## src/rtl/rex_draw_if.sv

```systemverilog
// Valid/ready link from the draw sequencer to the rectangle fill engine,
// bundled with the game-state inputs that drive it.
interface rex_draw_if;
  logic        gpu_en;
  logic [15:0] dino_y;
  logic [15:0] obstacle_x;
  logic        cmd_ready;
  logic        cmd_valid;
  logic [15:0] cmd_x;
  logic [15:0] cmd_y;
  logic [15:0] cmd_w;
  logic [15:0] cmd_h;
  logic        cmd_color;
  logic        busy;
  logic        frame_done;

  modport master (
    input  gpu_en, dino_y, obstacle_x, cmd_ready,
    output cmd_valid, cmd_x, cmd_y, cmd_w, cmd_h, cmd_color, busy, frame_done
  );

  modport slave (
    output gpu_en, dino_y, obstacle_x, cmd_ready,
    input  cmd_valid, cmd_x, cmd_y, cmd_w, cmd_h, cmd_color, busy, frame_done
  );
endinterface

```

## src/rtl/rex_draw_sequencer.sv

```systemverilog
// Turns dino/obstacle positions into clear/erase/draw rectangle fill commands.
//
//   state      | meaning
//   IDLE       | waiting for enable and a pending change; snapshots inputs
//   CLEAR      | full-screen background fill (first enable / after abort)
//   ERASE_DINO | background fill over the previous dino position
//   DRAW_DINO  | foreground fill at the snapshot dino position
//   ERASE_OBS  | background fill over the previous obstacle position
//   DRAW_OBS   | foreground fill at the snapshot obstacle position
//   DONE       | one-cycle frame_done pulse
module rex_draw_sequencer #(
  parameter int SCREEN_W = 256,
  parameter int SCREEN_H = 64,
  parameter int GROUND_Y = 60,
  parameter int DINO_X   = 16,
  parameter int DINO_W   = 16,
  parameter int DINO_H   = 20,
  parameter int OBS_W    = 16,
  parameter int OBS_H    = 26
) (
  input  logic          clk,
  input  logic          rst,
  rex_draw_if.master    bus
);

  localparam logic [15:0] SW      = 16'(SCREEN_W);
  localparam logic [15:0] SH      = 16'(SCREEN_H);
  localparam logic [15:0] DX      = 16'(DINO_X);
  localparam logic [15:0] DW      = 16'(DINO_W);
  localparam logic [15:0] DH      = 16'(DINO_H);
  localparam logic [15:0] OW      = 16'(OBS_W);
  localparam logic [15:0] OH      = 16'(OBS_H);
  localparam logic [15:0] DINO_Y0 = 16'(GROUND_Y - DINO_H);
  localparam logic [15:0] OBS_Y   = 16'(GROUND_Y - OBS_H);

  typedef enum logic [2:0] {
    IDLE       = 3'd0,
    CLEAR      = 3'd1,
    ERASE_DINO = 3'd2,
    DRAW_DINO  = 3'd3,
    ERASE_OBS  = 3'd4,
    DRAW_OBS   = 3'd5,
    DONE       = 3'd6
  } state_t;

  state_t      state, state_n;
  logic [15:0] s_dy, s_ox;
  logic        clr_seq;
  logic [15:0] last_dino_y, last_obs_x;
  logic        need_clear;

  logic        cmd_valid;
  logic [15:0] cmd_x, cmd_y, cmd_w, cmd_h;
  logic        cmd_color;
  logic        xfer;
  logic        start;

  logic [15:0] f_dy, f_ox;
  logic        f_clr, dchg, ochg;
  logic [4:0]  app;

  // Obstacle width clipped at the right screen edge.
  function automatic logic [15:0] clip_w(input logic [15:0] x);
    logic [15:0] room;
    room = SW - x;
    return (room < OW) ? room : OW;
  endfunction

  // First applicable command stage at or after 'from'; DONE if none remain.
  function automatic state_t first_from(input logic [2:0] from, input logic [4:0] a);
    if (from <= 3'd0 && a[0]) return CLEAR;
    if (from <= 3'd1 && a[1]) return ERASE_DINO;
    if (from <= 3'd2 && a[2]) return DRAW_DINO;
    if (from <= 3'd3 && a[3]) return ERASE_OBS;
    if (from <= 3'd4 && a[4]) return DRAW_OBS;
    return DONE;
  endfunction

  // In IDLE the decision uses live inputs, afterwards the snapshot.
  always_comb begin
    f_dy  = (state == IDLE) ? bus.dino_y     : s_dy;
    f_ox  = (state == IDLE) ? bus.obstacle_x : s_ox;
    f_clr = (state == IDLE) ? need_clear     : clr_seq;
    dchg  = (f_dy != last_dino_y);
    ochg  = (f_ox != last_obs_x);
    app[0] = f_clr;
    app[1] = !f_clr && dchg;
    app[2] = f_clr || dchg;
    app[3] = !f_clr && ochg && (last_obs_x < SW);
    app[4] = (f_clr || ochg) && (f_ox < SW);
  end

  assign start = bus.gpu_en && (need_clear || dchg || ochg);
  assign xfer  = cmd_valid && bus.cmd_ready;

  always_ff @(posedge clk or negedge rst) begin
    if (!rst) state <= IDLE;
    else      state <= state_n;
  end

  always_comb begin
    state_n   = state;
    cmd_valid = 1'b0;
    cmd_x     = '0;
    cmd_y     = '0;
    cmd_w     = '0;
    cmd_h     = '0;
    cmd_color = 1'b0;
    case (state)
      IDLE: begin
        if (start) state_n = first_from(3'd0, app);
      end
      CLEAR: begin
        cmd_valid = 1'b1;
        cmd_w     = SW;
        cmd_h     = SH;
        if (xfer) state_n = bus.gpu_en ? first_from(3'd1, app) : IDLE;
      end
      ERASE_DINO: begin
        cmd_valid = 1'b1;
        cmd_x     = DX;
        cmd_y     = DINO_Y0 - last_dino_y;
        cmd_w     = DW;
        cmd_h     = DH;
        if (xfer) state_n = bus.gpu_en ? first_from(3'd2, app) : IDLE;
      end
      DRAW_DINO: begin
        cmd_valid = 1'b1;
        cmd_x     = DX;
        cmd_y     = DINO_Y0 - s_dy;
        cmd_w     = DW;
        cmd_h     = DH;
        cmd_color = 1'b1;
        if (xfer) state_n = bus.gpu_en ? first_from(3'd3, app) : IDLE;
      end
      ERASE_OBS: begin
        cmd_valid = 1'b1;
        cmd_x     = last_obs_x;
        cmd_y     = OBS_Y;
        cmd_w     = clip_w(last_obs_x);
        cmd_h     = OH;
        if (xfer) state_n = bus.gpu_en ? first_from(3'd4, app) : IDLE;
      end
      DRAW_OBS: begin
        cmd_valid = 1'b1;
        cmd_x     = s_ox;
        cmd_y     = OBS_Y;
        cmd_w     = clip_w(s_ox);
        cmd_h     = OH;
        cmd_color = 1'b1;
        if (xfer) state_n = bus.gpu_en ? DONE : IDLE;
      end
      DONE: begin
        state_n = IDLE;
      end
      default: state_n = IDLE;
    endcase
  end

  always_ff @(posedge clk or negedge rst) begin
    if (!rst) begin
      s_dy        <= '0;
      s_ox        <= '0;
      clr_seq     <= 1'b0;
      last_dino_y <= '0;
      last_obs_x  <= '0;
      need_clear  <= 1'b1;
    end else begin
      if (state == IDLE && start) begin
        s_dy    <= bus.dino_y;
        s_ox    <= bus.obstacle_x;
        clr_seq <= need_clear;
      end
      if (state == CLEAR && xfer)     need_clear  <= 1'b0;
      if (state == DRAW_DINO && xfer) last_dino_y <= s_dy;
      if (state == DRAW_OBS && xfer)  last_obs_x  <= s_ox;
      // Off-screen obstacles issue no draw but must still be remembered.
      if (state == DONE)              last_obs_x  <= s_ox;
      if (xfer && !bus.gpu_en)        need_clear  <= 1'b1;
    end
  end

  assign bus.cmd_valid  = cmd_valid;
  assign bus.cmd_x      = cmd_x;
  assign bus.cmd_y      = cmd_y;
  assign bus.cmd_w      = cmd_w;
  assign bus.cmd_h      = cmd_h;
  assign bus.cmd_color  = cmd_color;
  assign bus.busy       = (state != IDLE);
  assign bus.frame_done = (state == DONE);

endmodule

```

## src/flat_wrapper.sv

```systemverilog
// flat-port wrapper written by rule: the top's interface ports become plain ports
module rex_draw_sequencer_flat 
#(
  parameter int SCREEN_W = 256,
  parameter int SCREEN_H = 64,
  parameter int GROUND_Y = 60,
  parameter int DINO_X   = 16,
  parameter int DINO_W   = 16,
  parameter int DINO_H   = 20,
  parameter int OBS_W    = 16,
  parameter int OBS_H    = 26
)
  (clk, rst, bus_gpu_en, bus_dino_y, bus_obstacle_x, bus_cmd_ready, bus_cmd_valid, bus_cmd_x, bus_cmd_y, bus_cmd_w, bus_cmd_h, bus_cmd_color, bus_busy, bus_frame_done);
  rex_draw_if bus_i ();
  input  logic clk;
  input  logic rst;
  input wire logic [$bits(bus_i.gpu_en)-1:0] bus_gpu_en;
  input wire logic [$bits(bus_i.dino_y)-1:0] bus_dino_y;
  input wire logic [$bits(bus_i.obstacle_x)-1:0] bus_obstacle_x;
  input wire logic [$bits(bus_i.cmd_ready)-1:0] bus_cmd_ready;
  output wire logic [$bits(bus_i.cmd_valid)-1:0] bus_cmd_valid;
  output wire logic [$bits(bus_i.cmd_x)-1:0] bus_cmd_x;
  output wire logic [$bits(bus_i.cmd_y)-1:0] bus_cmd_y;
  output wire logic [$bits(bus_i.cmd_w)-1:0] bus_cmd_w;
  output wire logic [$bits(bus_i.cmd_h)-1:0] bus_cmd_h;
  output wire logic [$bits(bus_i.cmd_color)-1:0] bus_cmd_color;
  output wire logic [$bits(bus_i.busy)-1:0] bus_busy;
  output wire logic [$bits(bus_i.frame_done)-1:0] bus_frame_done;
  assign bus_i.gpu_en = bus_gpu_en;
  assign bus_i.dino_y = bus_dino_y;
  assign bus_i.obstacle_x = bus_obstacle_x;
  assign bus_i.cmd_ready = bus_cmd_ready;
  assign bus_cmd_valid = bus_i.cmd_valid;
  assign bus_cmd_x = bus_i.cmd_x;
  assign bus_cmd_y = bus_i.cmd_y;
  assign bus_cmd_w = bus_i.cmd_w;
  assign bus_cmd_h = bus_i.cmd_h;
  assign bus_cmd_color = bus_i.cmd_color;
  assign bus_busy = bus_i.busy;
  assign bus_frame_done = bus_i.frame_done;
  rex_draw_sequencer #(.SCREEN_W(SCREEN_W), .SCREEN_H(SCREEN_H), .GROUND_Y(GROUND_Y), .DINO_X(DINO_X), .DINO_W(DINO_W), .DINO_H(DINO_H), .OBS_W(OBS_W), .OBS_H(OBS_H)) u_core (.clk(clk), .rst(rst), .bus(bus_i));
endmodule
```

## config.mk

```make
export PLATFORM = sky130hd
export DESIGN_NAME = rex_draw_sequencer_flat
export DESIGN_NICKNAME = d
export VERILOG_FILES = /design/src/rtl/rex_draw_if.sv /design/src/rtl/rex_draw_sequencer.sv /design/src/flat_wrapper.sv
export SDC_FILE = /design/constraint.sdc
export NUM_CORES = 1
export LEC_CHECK = 0
export CAP_MARGIN = 0
export CORE_MARGIN = 2
export CORE_UTILIZATION = 30
export DETAILED_ROUTE_END_ITERATION = 10
export SYNTH_ARGS = -nofsm -noshare
export SYNTH_HDL_FRONTEND = slang
export SYNTH_SLANG_ARGS = --single-unit
```

## constraint.sdc

```tcl
create_clock -name clk -period 11.79 [get_ports clk]
set_clock_uncertainty 0.2 [all_clocks]
set_input_delay 1.179 -clock clk [delete_from_list [all_inputs] [get_ports clk]]
set_output_delay 1.179 -clock clk [all_outputs]
set_load 0.1 [all_outputs]
```

Word level (Yosys, flattened, before mapping)
Cells that the tools add are included.

operators by class
  add/sub/neg operators = 4
  $mul = 0
  div/mod/pow operators = 0
  order comparisons = 4
  equality and inequality tests = 14
  shifts and indexed selects = 0
  muxes and demuxes = 114
  bitwise gates (word level) = 0
  reduce and logical (&&, ||, !) cells = 26

operator list
  operator                 number
  $mux W3                  43
  $mux W16                 6
  $pmux W16 S3             2
  $pmux W16 S4             1
  $mux W1                  60
  $lt A16 B5 Y1 const B    2
  $lt A16 B9 Y1 const B    2
  $ne A16 B16 Y1           2
  $sub A6 B16 Y16 const A  2
  $sub A9 B16 Y16 const A  2
  $pmux W7 S3              1
  $pmux W3 S6              1
  $ne A2 B1 Y1 const B     6
  $logic_and A1 B1 Y1      11
  $eq A3 B3 Y1 const B     3
  $eq A3 B2 Y1 const B     2
  $reduce_and A6 Y1        1
  $reduce_or A2 Y1         3
  $reduce_or A5 Y1         1
  $logic_or A1 B1 Y1       4
  $reduce_bool A2 Y1       2
  $eq A3 B1 Y1 const B     1
  $logic_not A3 Y1         1
  $reduce_bool A3 Y1       1
  $logic_not A1 Y1         2

storage, ports and cells
  bits in registers = 69
  bits in latches = 0
  RAM bits = 0
  memory bits (read-only) = 0
  output and inout port bits = 68
  word-level logic and storage cells = 169
  memories = 0

Longest topological paths before layout
Gate-level depths: netlist (run 1).

  word-level depth = 33
  gate-level depth with buffers = 13

Least setup slack after synthesis (run 1)
Ideal clock, no wire load.

  path kind = flip-flop to output port
  start point = register u_core.state[0]
  end point = output port bus_cmd_y[14]
  arrival time = 4.448 ns
  required time = 10.411 ns
  path slack = 5.963 ns
  cell stages (with the launch flop) = 14
  buffers on the path = 3
  path through = dfrtp_1 -> clkbuf_1 -> nand3b_1 -> clkbuf_1 -> clkbuf_1 -> mux2i_1 -> ha_1 -> inv_1 -> a211oi_1 -> o21bai_1 -> a221oi_1 -> o2111ai_1 -> xor2_1 -> nor2_1

between the ends
  word-level cells in the longest chain between the ends = 3

ends and longest elaborated chain
  item                        RTL line                   text
  start, declared             rex_draw_sequencer.sv:46   state_t state, state_n;
  start signal, assigned      rex_draw_sequencer.sv:98   else state <= state_n;
  $eq A3 B3 Y1                rex_draw_sequencer.sv:109  case (state)
  $reduce_or A2 Y1 (no line)  -
  $pmux W16 S3 *              rex_draw_sequencer.sv:109
  end, declared               flat_wrapper.sv:23         output wire logic [$bits(bus_i.cmd_y)-1:0] bus_cmd_y;

Mark *: on every way between the ends. The rest lies on a longest branch, timed or not.

Worst setup path in the final report (run 1)
  start point = register u_core.state[2]
  end point = output port bus_cmd_y[14]

The elaborated chain is that of the path after synthesis.

==> results of run 1 <==
worst max-delay path by stage:
stage,startpoint,to,slack [ns],cells after the start
2_1_floorplan,u_core.state[0],bus_cmd_y[14],5.96,13
3_3_place_gp,u_core.state[2],bus_cmd_y[14],6.02,12
3_5_place_dp,u_core.state[2],bus_cmd_y[14],5.90,12
4_1_cts,u_core.state[2],bus_cmd_y[14],5.52,12
5_1_grt,u_core.state[2],bus_cmd_y[14],5.08,12
6_report,u_core.state[2],bus_cmd_y[14],5.45,12
cell type report:
class                   count  area (um^2)
inverters                  38        142.6
clock inverters             6        40.04
flip-flops and latches     69         1729
clock buffers              10        229.0
repair buffers             90        875.8
multi-input cells         492         3475
well taps                 234        292.8
fillers                  1876        11800
state kept, by name (all words and copies together), names as in the netlist:
name and cells:
u_core.s_dy 16, u_core.need_clear 1, u_core.s_ox 16, u_core.last_obs_x 16, u_core.clr_seq 1, u_core.last_dino_y 16, u_core.state 3
per-layer routing:
metal  vias to the layer above  share of wire, %
li1                       2371                 -
met3                        28               6.0
met5                         -                 0
met2                       197                46
met4                         0               2.4
met1                      2456                45
metrics by stage:
step	worst slack (ns)	hold slack (ns)	util (%)	instances	area [um^2]
after CTS	5.519	0.3544	36.51	939	6784
final	5.451	0.3465	36.51	939	6784
after detailed placement	5.904	0.3381	35.06	923	6515
after global routing	5.083	0.3740	36.51	939	6784
after global placement	6.025	0.3253	35.06	923	6515
after floorplan	5.963	0.2930	-	668	5722
cells in the mapped netlist, types with 7 or more instances:
library cell	n	area, um^2
nand3_1	11	55.05
a21oi_1	14	70.07
mux2i_1	40	400.4
nor4_1	12	75.07
nand2b_1	12	75.07
o22ai_1	8	50.05
inv_1	37	138.9
dfrtp_1	68	1702
xor2_1	24	210.2
nand2_1	43	161.4
clkbuf_1	36	135.1
xnor2_1	26	227.7
nor3_1	18	90.09
mux2_2	47	529.3
mux2_1	7	78.83
buf_4	23	172.7
nor2_1	61	229.0
o21ai_0	31	155.2
placed cells by master, fill, tap and decap left out, drive strengths merged, types with 4 or more instances in the layout:
master / instances
inv: 38
nor4: 12
o21ai: 32
a31oi: 4
and2: 5
a22oi: 4
o2111ai: 6
clkbuf: 10
nand2: 43
clkinv: 5
nand3: 11
xnor2: 26
o22ai: 8
mux2: 55
buf: 9
clkdlybuf4s50: 81
nor2: 61
dfrtp: 68
xor2: 24
a21oi: 14
mux2i: 40
nand2b: 12
and3: 6
or3: 4
o41ai: 4
a22o: 6
o211ai: 5
or2: 5
o221ai: 5
nor3: 19
a211oi: 5
conb: 21
or4: 4
a221oi: 6
kinds of logic (layout without fill, tap and decap cells):
group                    after synthesis  count (layout)  share of synthesized area [%]
other                                  1              21                        0.06641
XOR/XNOR                              50              50                          7.755
buffers and inverters                107             144                          9.196
multiplexers                          95              95                          18.13
AND/OR/NAND/NOR                      193             193                          16.95
flip-flops                            69              69                          30.60
adder cells (fa/ha/maj)                4               4                         0.8421
AO/OA/AOI/OAI                        129             129                          16.46
==> flow_summary.toml, run 1 <==
[global_routing]
grt-ovfl-total = 0
grt_pass1_wl_mm = 27.64
grt_use_met2_pct = 27.72
grt_pass1_vias = 4900
busiest_layer = "met2"
grt_usage_pct = 17.63
grt_use_met1_pct = 24.01
grt_max_degree = 70
grt_util_met3_pct = 3.261
antenna_found_initial = 0

[routing]
postRouteAntennaNets = 0
viasPerCell = 5.380
drt_drc_violations_left = 0
vias = 5052
dr.pass1.iters = 5
drt_iter0_markers = 325
wl_mm = 17.12
drt-wirelength-per-cell_um = 18.23

[cells_and_area]
area_delta_synth_final_pct = 20.14
diodes = 0
nets = 739
drive_above_1_share_pct = 12.48

[worst_setup_path]
crit_path_end_kind = "output port"
cp-start-kind = "flip-flop"
r2r_cells = 11
ff2ff_setup_slack_ns = 7.57
cp.required_ns = 10.41
crit_fanout = 24
crit_buf_inv = 3
cp.arrival_ns = 4.96
slowest_stage = "clkdlybuf4s50_1"
path_class = "reg -> out"
crit_family = "buffers and inverters"
reg2reg_from = "u_core.state[0]"
cp_cell_sequence = "nand3b_1 -> buf_4 -> mux2i_1 -> ha_1 -> inv_1 -> a211oi_1 -> o21bai_1 -> a221oi_1 -> o2111ai_1 -> xor2_1 -> nor2_1 -> clkdlybuf4s50_1"
critical-path-max-stage-delay_ns = 1.15
worstReg2RegEnd = "u_core.s_dy[10]"

[synthesis]
synth_edf_count = 0
synth-main-ff-cell = "dfrtp_1"
synth-async-reset-ratio_pct = 100.0
yosysWarnings = 0
ys_types = 74
synth_area_mm2 = 0.005647
avgSynthCellArea_um2 = 8.714
ys_ff_latch = 69
yosysSeqAreaShare_pct = 30.60
syn_inst = 648

[timing]
hold_violations = 0
drv_slew = 0
tns_ns = 0
setup_violations = 0
max_freq_mhz = 157.8
finalCriticalPeriod_ns = 6.339
slew_headroom_pct = 33.17
period_share_pct = 53.76
tightest_slew_ns = 0.9993
grt_setup_unrepaired = "false"

[floorplan]
num_rows = 50
ios = 104
coreArea_mm2 = 0.01858
dieArea_mm2 = 0.01994
die_h_um = 141.2
start_util_pct = 30.39
die_w_um = 141.2

[hold_path]
min_to = "u_core.clr_seq"
hold_depth = 1
worstHoldStart = "u_core.clr_seq"
holdCritPathClass = "reg -> reg"

[clocking]
clkSinkCount = 69
cts.clk_slew.worst_paths_ns = 0.05
holdBufCountCts = 0
clk-insertion-delay-late_ns = 0.35
cts-buffers-inserted = 9
root_buffer = "clkbuf_16"
clockBufferDepth = 2
postCtsSetupRepairBufs = 0
h-tree-depth = 3
ctsResizeCount = 0
cts_tree = "done"

[placement]
port_buffers = 82
place_congestion = 0.8740
dp_hpwl_mm = 12.29

[run]
maxCapViolCount = 0

[outcome]
outcome = "finished clean"
Power of run 1 is left out: the tool's default activity adds up to more than one toggle a clock period on the data nets, which glitch-free logic cannot reach.
==> run 2, diff against run 1 <==
Clock period 11.79 ns to 5.5 ns, I/O delays scaled along.
==> run 2 against run 1 <==
Compared with the run above:
- critical path depth is 1 lower
- critical endpoint unchanged
- cell area is 0.94% higher
- wire length is 1.0% higher
- final cell count stayed put
- largest cell class unchanged
- critical path type unchanged
- first-iteration DRC count is 13% higher
==> flow_summary.toml, run 2 (same netlist as run 1, synthesis figures left out) <==
[outcome]
outcome = "finished clean"

[timing]
setup_violations = 0
tns_ns = 0
grt_setup_unrepaired = "false"
slew_headroom_pct = 33.34
drv_slew = 0
hold_violations = 0
finalCriticalPeriod_ns = 4.576
period_share_pct = 83.20
tightest_slew_ns = 0.9968
max_freq_mhz = 218.5
fin_ws_ns = 0.9242

[worst_setup_path]
crit_fanout = 24
cp.arrival_ns = 3.83
crit_buf_inv = 2
cp.required_ns = 4.75
crit_path_end_kind = "output port"
cp-start-kind = "flip-flop"
critical-path-max-stage-delay_ns = 0.79
cp_cell_sequence = "nand3b_1 -> mux2i_1 -> ha_1 -> inv_1 -> a211oi_1 -> o21bai_1 -> a221oi_1 -> o2111ai_1 -> xor2_1 -> nor2_1 -> buf_12"
path_class = "reg -> out"
crit_family = "compound AO/OA/AOI/OAI gates"
slowest_stage = "dfrtp_2"

[cells_and_area]
diodes = 0
layout_commonest_cell = "dfrtp_1"
design_area_mm2 = 0.006848
area_delta_synth_final_pct = 21.27
drive_above_1_share_pct = 15.46
fin_util_pct = 36.86
final_cell_mix = "67 x dfrtp_1, 61 x nor2_1, 60 x clkdlybuf4s50_1"
regArea_mm2 = 0.001729
fillers = 1895
nets = 740
multiInputGateArea_mm2 = 0.003475

[global_routing]
antenna_found_initial = 0
grt_pass1_wl_mm = 27.57
grt_pass1_vias = 4925
grt_max_degree = 70
grt-ovfl-total = 0
grt_usage_pct = 17.47

[routing]
drt-wirelength-per-cell_um = 18.42
viasPerCell = 5.329
postRouteAntennaNets = 0
dr.pass1.iters = 4
vias = 5004
drt_drc_violations_left = 0
wl_mm = 17.30
drt_iter0_markers = 368

[floorplan]
dieArea_mm2 = 0.01994
ios = 104
die_h_um = 141.2
start_util_pct = 30.39
die_w_um = 141.2
num_rows = 50
coreArea_mm2 = 0.01858

[placement]
port_buffers = 82
dp_hpwl_mm = 12.61
detailedPlace.worstSlack_ns = 1.192
place_area_mm2 = 0.006533
place_congestion = 0.8534

[hold_path]
holdCritPathClass = "in -> async"

[clocking]
cts-buffers-inserted = 9
cts_tree = "done"
clockBufferDepth = 2
clkSinkCount = 69
clk-insertion-delay-late_ns = 0.34
h-tree-depth = 3
root_buffer = "clkbuf_16"
ctsResizeCount = 0
holdBufCountCts = 0
cts.clk_slew.worst_paths_ns = 0.06
postCtsSetupRepairBufs = 0

[run]
maxCapViolCount = 0
[run 2: cell count changes in the layout (fill, tap and decap cells not counted)]
cell | previous run | this run
bufinv_16 | 0 | 2
buf_12 | 0 | 5
clkinv_4 | 2 | 0
buf_4 | 8 | 25
clkbuf_8 | 0 | 1
clkdlybuf4s50_1 | 81 | 60
clkinv_2 | 3 | 1
[run 2: worst paths after layout]
check                                      from                      to  slack, ns  depth (start not counted)
worst max-delay path            u_core.state[0]           bus_cmd_y[14]       0.92                         11
worst min register to register  u_core.s_dy[15]         u_core.s_dy[15]       0.34                          1
worst max register to register  u_core.state[0]          u_core.s_dy[8]       1.23                          9
worst min-delay path                        rst  u_core.last_dino_y[10]       0.21                          2
max in group asynchronous                   rst         u_core.state[0]       4.23                          2
min in group clk                u_core.s_dy[15]         u_core.s_dy[15]       0.34                          1
[run 2: per-layer routing]
metal | GRT usage [%] | wire length [um] | vias to the layer above
met3 | 2.921 | 1025 | 25
met4 | 6.000 | 372 | 0
met5 | 0 | 0 | -
met1 | 24.22 | 8058 | 2425
li1 | - | - | 2366
met2 | 27.59 | 7840 | 188
[run 2: final cells by class]
type | instances | area share (%)
Clock inverter | 4 | 1.060
Multi-Input combinational cell | 492 | 50.74
Clock buffer | 11 | 3.545
Inverter | 38 | 2.083
Tap cell | 234 | 4.276
Sequential cell | 69 | 25.25
Timing Repair Buffer | 91 | 13.05
[run 2: through the flow]
| step | hold WS [ns] | cells |
|---|---|---|
| finish | 0.2137 | 939 |
| global route | 0.3062 | 939 |
| CTS | 0.2806 | 939 |
| detailed placement | 0.3177 | 924 |
| global placement | 0.3246 | 924 |
| floorplan | 0.05441 | 668 |
Power of run 2 is left out for the same reason.
